$ cat config.mk
export PLATFORM = sky130hd
export DESIGN_NAME = icache_fill_fsm
export DESIGN_NICKNAME = d
export VERILOG_FILES = /design/src/rtl/cache_pkg.sv /design/src/rtl/word_counter_3.sv /design/src/rtl/icache_fill_fsm.sv
export SDC_FILE = /design/constraint.sdc
export NUM_CORES = 1
export LEC_CHECK = 0
export CELL_PAD_IN_SITES_DETAIL_PLACEMENT = 0
export CELL_PAD_IN_SITES_GLOBAL_PLACEMENT = 1
export CORE_ASPECT_RATIO = 0.7
export CORE_MARGIN = 10
export CORE_UTILIZATION = 31
export CTS_CLUSTER_DIAMETER = 60
export DETAILED_ROUTE_END_ITERATION = 6
export GPL_TIMING_DRIVEN = 0
export PLACE_DENSITY = 0.89
export SETUP_SLACK_MARGIN = 0.05
export SLEW_MARGIN = 20
export SYNTH_ARGS = -nofsm -noshare
export SYNTH_HDL_FRONTEND = slang
export SYNTH_SLANG_ARGS = --single-unit
$ cat constraint.sdc
create_clock -name clk -period 2.1 [get_ports clk]
set_input_delay 0.42 -clock clk [delete_from_list [all_inputs] [get_ports clk]]
set_output_delay 0.42 -clock clk [all_outputs]
set_load 0.05 [all_outputs]
$ cat src/rtl/cache_pkg.sv
// Shared I-cache definitions: fill-controller states, address field bounds,
// and helpers that derive block base and word addresses from a fetch address.
// Pure declarations; no logic of its own.
package cache_pkg;

  localparam int TAG_HI      = 15;
  localparam int ADDR_W      = TAG_HI + 1;
  localparam int SET_HI      = 9;
  localparam int OFFSET_HI   = 3;
  localparam int OFFSET_LO   = 1;
  localparam int BLOCK_WORDS = 8;

  // Byte-offset bits inside one block (16 bytes -> low 4 bits).
  localparam logic [ADDR_W-1:0] OFFSET_MASK = ADDR_W'((1 << (OFFSET_HI + 1)) - 1);

  typedef enum logic [1:0] {
    IDLE   = 2'd0,
    FILL   = 2'd1,
    META   = 2'd2,
    SETTLE = 2'd3
  } fill_state_t;

  // Strip the in-block offset so the address points at word 0 of its block.
  function automatic logic [ADDR_W-1:0] block_base(input logic [ADDR_W-1:0] addr);
    return addr & ~OFFSET_MASK;
  endfunction

  // Address of 16-bit word 'idx' inside the block starting at 'base'.
  function automatic logic [ADDR_W-1:0] word_addr(input logic [ADDR_W-1:0] base,
                                                  input logic [2:0]        idx);
    return base | (ADDR_W'(idx) << OFFSET_LO);
  endfunction

endpackage

$ cat src/rtl/word_counter_3.sv
// 3-bit word index counter with synchronous clear and increment enable.
// Latency: count updates on the clock edge after clr/inc; clear wins over inc.
// Backpressure: none; wraps 7 -> 0 naturally.
module word_counter_3 (
  input  logic       clk,
  input  logic       rst_n,
  input  logic       clr,
  input  logic       inc,
  output logic [2:0] cnt
);

  // Counter register: clear has priority, otherwise step when enabled.
  always_ff @(posedge clk or negedge rst_n) begin
    if (!rst_n) begin
      cnt <= 3'd0;
    end else if (clr) begin
      cnt <= 3'd0;
    end else if (inc) begin
      cnt <= cnt + 3'd1;
    end
  end

endmodule

$ cat src/rtl/icache_fill_fsm.sv
// I-cache miss fill controller: fetches an 8-word block and writes data then metadata.
// Latency: requests 1 cycle after Miss is sampled; metadata at 9+MEM_LAT; idle at 11+MEM_LAT.
// Backpressure: tolerates gaps in mem_data_valid; fsm_busy stalls fetch. Optional ICACHE_FILL_STATS_EN.
module icache_fill_fsm
  import cache_pkg::*;
(
  input  logic              clk,
  input  logic              rst_n,
  input  logic              Miss,
  input  logic [ADDR_W-1:0] Addr_CPU,
  output logic              fsm_busy,
  output logic              mem_en,
  output logic [ADDR_W-1:0] mem_addr,
  input  logic [15:0]       mem_data,
  input  logic              mem_data_valid,
  output logic [ADDR_W-1:0] Addr_FSM,
  output logic [15:0]       DataIn_FSM,
  output logic              Data_WE,
  output logic              MetaData_WE
`ifdef ICACHE_FILL_STATS_EN
  ,
  output logic [15:0]       miss_count,
  output logic [15:0]       stall_cycles
`endif
);

  fill_state_t       state_q, state_d;
  logic [ADDR_W-1:0] base_q;
  logic [ADDR_W-1:0] addr_hold_q;
  logic              req_done_q;
  logic [2:0]        req_cnt;
  logic [2:0]        rcv_cnt;
  logic              start;
  logic              outstanding;
  logic              rcv_fire;

  assign start = (state_q == IDLE) && Miss;

  // A return is only accepted while some issued request is still unanswered;
  // once all 8 are issued, every remaining return belongs to this block.
  assign outstanding = req_done_q || (req_cnt != rcv_cnt);
  assign rcv_fire    = (state_q == FILL) && mem_data_valid && outstanding;

  assign DataIn_FSM = mem_data;
  assign mem_addr   = word_addr(base_q, req_cnt);

  word_counter_3 u_req_cnt (
    .clk   (clk),
    .rst_n (rst_n),
    .clr   (start),
    .inc   (mem_en),
    .cnt   (req_cnt)
  );

  word_counter_3 u_rcv_cnt (
    .clk   (clk),
    .rst_n (rst_n),
    .clr   (start),
    .inc   (rcv_fire),
    .cnt   (rcv_cnt)
  );

  // State register.
  always_ff @(posedge clk or negedge rst_n) begin
    if (!rst_n) begin
      state_q <= IDLE;
    end else begin
      state_q <= state_d;
    end
  end

  // Next-state logic: Miss only matters in IDLE; FILL ends on the 8th return.
  always_comb begin
    state_d = state_q;
    case (state_q)
      IDLE:    if (Miss) state_d = FILL;
      FILL:    if (rcv_fire && (rcv_cnt == 3'd7)) state_d = META;
      META:    state_d = SETTLE;
      SETTLE:  state_d = IDLE;
      default: state_d = IDLE;
    endcase
  end

  // Output logic: request/write strobes per state; Addr_FSM holds when idle.
  always_comb begin
    fsm_busy    = 1'b0;
    mem_en      = 1'b0;
    Data_WE     = 1'b0;
    MetaData_WE = 1'b0;
    Addr_FSM    = addr_hold_q;
    case (state_q)
      FILL: begin
        fsm_busy = 1'b1;
        mem_en   = !req_done_q;
        if (rcv_fire) begin
          Data_WE  = 1'b1;
          Addr_FSM = word_addr(base_q, rcv_cnt);
        end
      end
      META: begin
        fsm_busy    = 1'b1;
        MetaData_WE = 1'b1;
        Addr_FSM    = base_q;
      end
      SETTLE: begin
        fsm_busy = 1'b1;
      end
      default: begin
        fsm_busy = 1'b0;
      end
    endcase
  end

  // Fill context: block base, request-complete flag and last written address.
  always_ff @(posedge clk or negedge rst_n) begin
    if (!rst_n) begin
      base_q      <= '0;
      req_done_q  <= 1'b0;
      addr_hold_q <= '0;
    end else begin
      if (start) begin
        base_q <= block_base(Addr_CPU);
      end
      if (start) begin
        req_done_q <= 1'b0;
      end else if (mem_en && (req_cnt == 3'd7)) begin
        req_done_q <= 1'b1;
      end
      if (Data_WE || MetaData_WE) begin
        addr_hold_q <= Addr_FSM;
      end
    end
  end

`ifdef ICACHE_FILL_STATS_EN
  // Saturating statistics: fills started and cycles spent stalling fetch.
  always_ff @(posedge clk or negedge rst_n) begin
    if (!rst_n) begin
      miss_count   <= 16'h0000;
      stall_cycles <= 16'h0000;
    end else begin
      if (start && (miss_count != 16'hFFFF)) begin
        miss_count <= miss_count + 16'h0001;
      end
      if (fsm_busy && (stall_cycles != 16'hFFFF)) begin
        stall_cycles <= stall_cycles + 16'h0001;
      end
    end
  end
`endif

endmodule
==> metrics.md <==
| Metric | Value |
|---|---|
| Final WS setup | `-0.263 ns` |
| 1st-iter DRT viols | `74` |
| CTS sink cnt | `37` |
| Initial core utilization | `0.322` |
| Hold Violations, Final | `0` |
| Drt total wl | `5670 µm` |
| Crit. End Element | `output port` |
| CTS tree | `done` |
| # fillers | `slightly below 500` |
| Syn Nets | `195` |
| Post-route DRC | `0` |
| Top post-synthesis cells by area | `dfrtp_1, a22o_1, buf_4` |
| Ys Warns | `0` |
| Failing checks | `negative setup slack` |
| Share of cells above drive strength 1 | `0.492` |
| Reg2reg start | `u_req_cnt.cnt[1]` |
| Pre-Repair DR Iteration Count | `4` |
| Core Region | `a little under 6000 µm²` |
| Vias per cell | `about 4.8` |
| Period utilization | `1.13` |
| GRT Total Usage | `0.115` |
| Post-synthesis sequential area ratio | `0.497` |
| CTS buffer count | `5` |
| Die Wd | `about 110 µm` |
| Register area | `933 µm²` |
| Yosys cell types | `23` |
| Worst-path fanout max | `5` |
| CTS clk-pin slew, worst paths | `0.07 ns` |
| Grt ovf | `0` |
| Root Driver | `clkbuf_8` |
| RSZ-0062 raised after global routing | `yes` |
| Worst setup SP type | `flop` |
| R2R Setup Slk | `0.14 ns` |
| Vias in the first global route | `around 1,600` |
| Chip Height | `~85 µm` |
| Critical R2R Capture | `addr_hold_q[10]` |
| Final setup vio count | `17` |
| Syn Std Cell Area | `1860 µm²` |
| Max-cap violation count | `0` |
| Final GP Congestion | `0.732` |
| Post-synth ARST share | `1.00` |
| Worst Hold Class | `reg -> reg` |
| CP max stage cell | `dfrtp_1` |
| Cell count after synthesis | `151` |
| Min-delay src | `addr_hold_q[0]` |
| Post-DRT Antenna Nets | `0` |
| Area grow syn2layout | `73.6%` |
| Hold Crit Depth | `1` |
| Largest net degree at the start of global routing | `30` |
| Hold_ws | `0.490 ns` |
| PortBufs | `66` |
| Data arrival time of the worst path | `just under 2 ns` |
| Vias | `1,538` |
| Io pins | `a little under 90` |
| Area of the multi-input gates | `roughly 1000 µm²` |
| Yosys top cell area share | `0.497` |
| Setup CP Type | `reg -> out` |
| R2R depth | `7` |
| Tmin final | `roughly 2.4 ns` |
| Number of synthesized register bits | `37` |
| Ant diodes | `0` |
| Clock Skews | `0.00486 ns` |
| First-pass GRT wire length | `about 9000 µm` |
| Status | `finished, violations left` |
| Clock Latency Late Sink | `0.29 ns` |
| Mean Syn Cell Area | `between 10 and 15 µm²` |
| CTS HTree Levels | `2` |
| Post-Layout Cell Count | `~320` |
| Main synth FF type | `dfrtp_1` |
| Top cells by instance count after synthesis | `dfrtp_1, a22o_1, buf_4` |
| Slew HR | `0.649` |
| WL/cell | `between 15 and 20 µm` |
| Std-Cell Rows | `23` |
| Final nets | `290` |
| Most frequent cell after synthesis | `dfrtp_1` |
| Worst Hold End | `addr_hold_q[0]` |
| CP Cell Sequence | `inv_2 -> ha_4 -> nand2_4 -> a41oi_4 -> o21ai_4 -> buf_6 -> a22o_4 -> buf_8` |
| Clock Path Buffers | `2` |
| Fin. max-slew vios | `0` |
| Max Fclk | `around 420 MHz` |
| CP Data Required Time | `~1.7 ns` |
| CP delay by family, top | `compound AO/OA/AOI/OAI gates` |
| Initial antenna violation count | `0` |
| DP HPWL | `3930 µm` |
| Die area | `approximately 9600 µm²` |
| Buffers & Inverters on Critical Path | `3` |
| CP max stage delay | `approximately 0.40 ns` |
| Post-synth EDFFs | `0` |
| Leading area contributor after synthesis | `dfrtp_1` |
| DP Cell Count | `just under 300` |
| Worst slew pin tran | `0.525 ns` |
layout by cell type (no fill, tap or decap), types with 2 or more instances in the layout:
master	instances
mux2i_1	5
xnor2_4	3
nor2_1	8
xnor2_1	2
buf_2	2
a32o_1	3
a22o_4	12
a22o_1	12
clkbuf_2	2
buf_8	15
a32o_2	3
dfrtp_2	6
mux2_2	13
buf_6	9
buf_4	36
inv_1	4
clkbuf_8	6
buf_12	2
dfrtp_1	31
ha_1	5
and2_1	2
dlygate4sd2_1	3
ha_4	2
clkdlybuf4s50_1	42
sequential cells by signal (all words and copies together), names as in the netlist:
signal,flops
req_done_q,1
state_q,2
u_rcv_cnt.cnt,3
addr_hold_q,16
base_q,12
u_req_cnt.cnt,3
worst max path at each step:
stage          slack, ns             start           end  depth (start not counted)
3_3_place_gp       -1.03    mem_data_valid  Addr_FSM[11]                          7
5_1_grt            -0.33        state_q[1]   Addr_FSM[8]                          8
2_1_floorplan     -0.007  u_req_cnt.cnt[1]  Addr_FSM[13]                          5
3_5_place_dp       -1.01    mem_data_valid  Addr_FSM[11]                          7
4_1_cts            -0.28  u_req_cnt.cnt[0]   Addr_FSM[5]                          6
6_report           -0.26        state_q[1]   Addr_FSM[8]                          8
routing by layer:
layer	part of all wire	vias to the layer above	GRT usage
li1	-	721	-
met1	0.44	772	0.145
met2	0.48	38	0.182
met3	0.065	7	0.0457
met4	0.0085	0	0.0276
met5	0	-	0
through the flow:
stage | setup WS (ns) | instance area (µm²) | setup TNS [ns] | util
2_1_floorplan | -0.00724 | 1920 | -0.0448 | -
3_3_place_gp | -1.03 | 2680 | -30.30 | 0.463
3_5_place_dp | -1.01 | 2690 | -17.31 | 0.465
4_1_cts | -0.279 | 3150 | -4.22 | 0.545
5_1_grt | -0.333 | 3230 | -5.25 | 0.559
6_report | -0.263 | 3230 | -3.94 | 0.559
kinds of logic (layout without fill, tap and decap cells):
kind of cell,after synthesis,count (layout),synth area share
fa+ha+maj,8,8,0.0537
mux,18,18,0.105
buf+inv,30,125,0.103
xor+xnor,5,5,0.0235
other cells,1,1,0.00201
simple gates,15,15,0.0356
flops,37,37,0.497
compound gates,37,37,0.180
cell type report:
type,count,area share
buffer,23,0.0600
clock buffer,7,0.0267
inverter,5,0.00580
multi-input combinational,84,0.303
sequential,37,0.289
tap,75,0.0290
timing repair buffer,90,0.287
repair_timing:
item,4_1_cts,5_1_grt
setup buffers,14,7
hold endpoints to repair,8,0
gates cloned,1,0
pin swaps,12,12
hold buffers,1,0
gates resized for setup,181,9
setup endpoints to repair,23,20
Power is not shown: default switching activity piles up to over one toggle a cycle in this logic, so the estimate is an artifact.
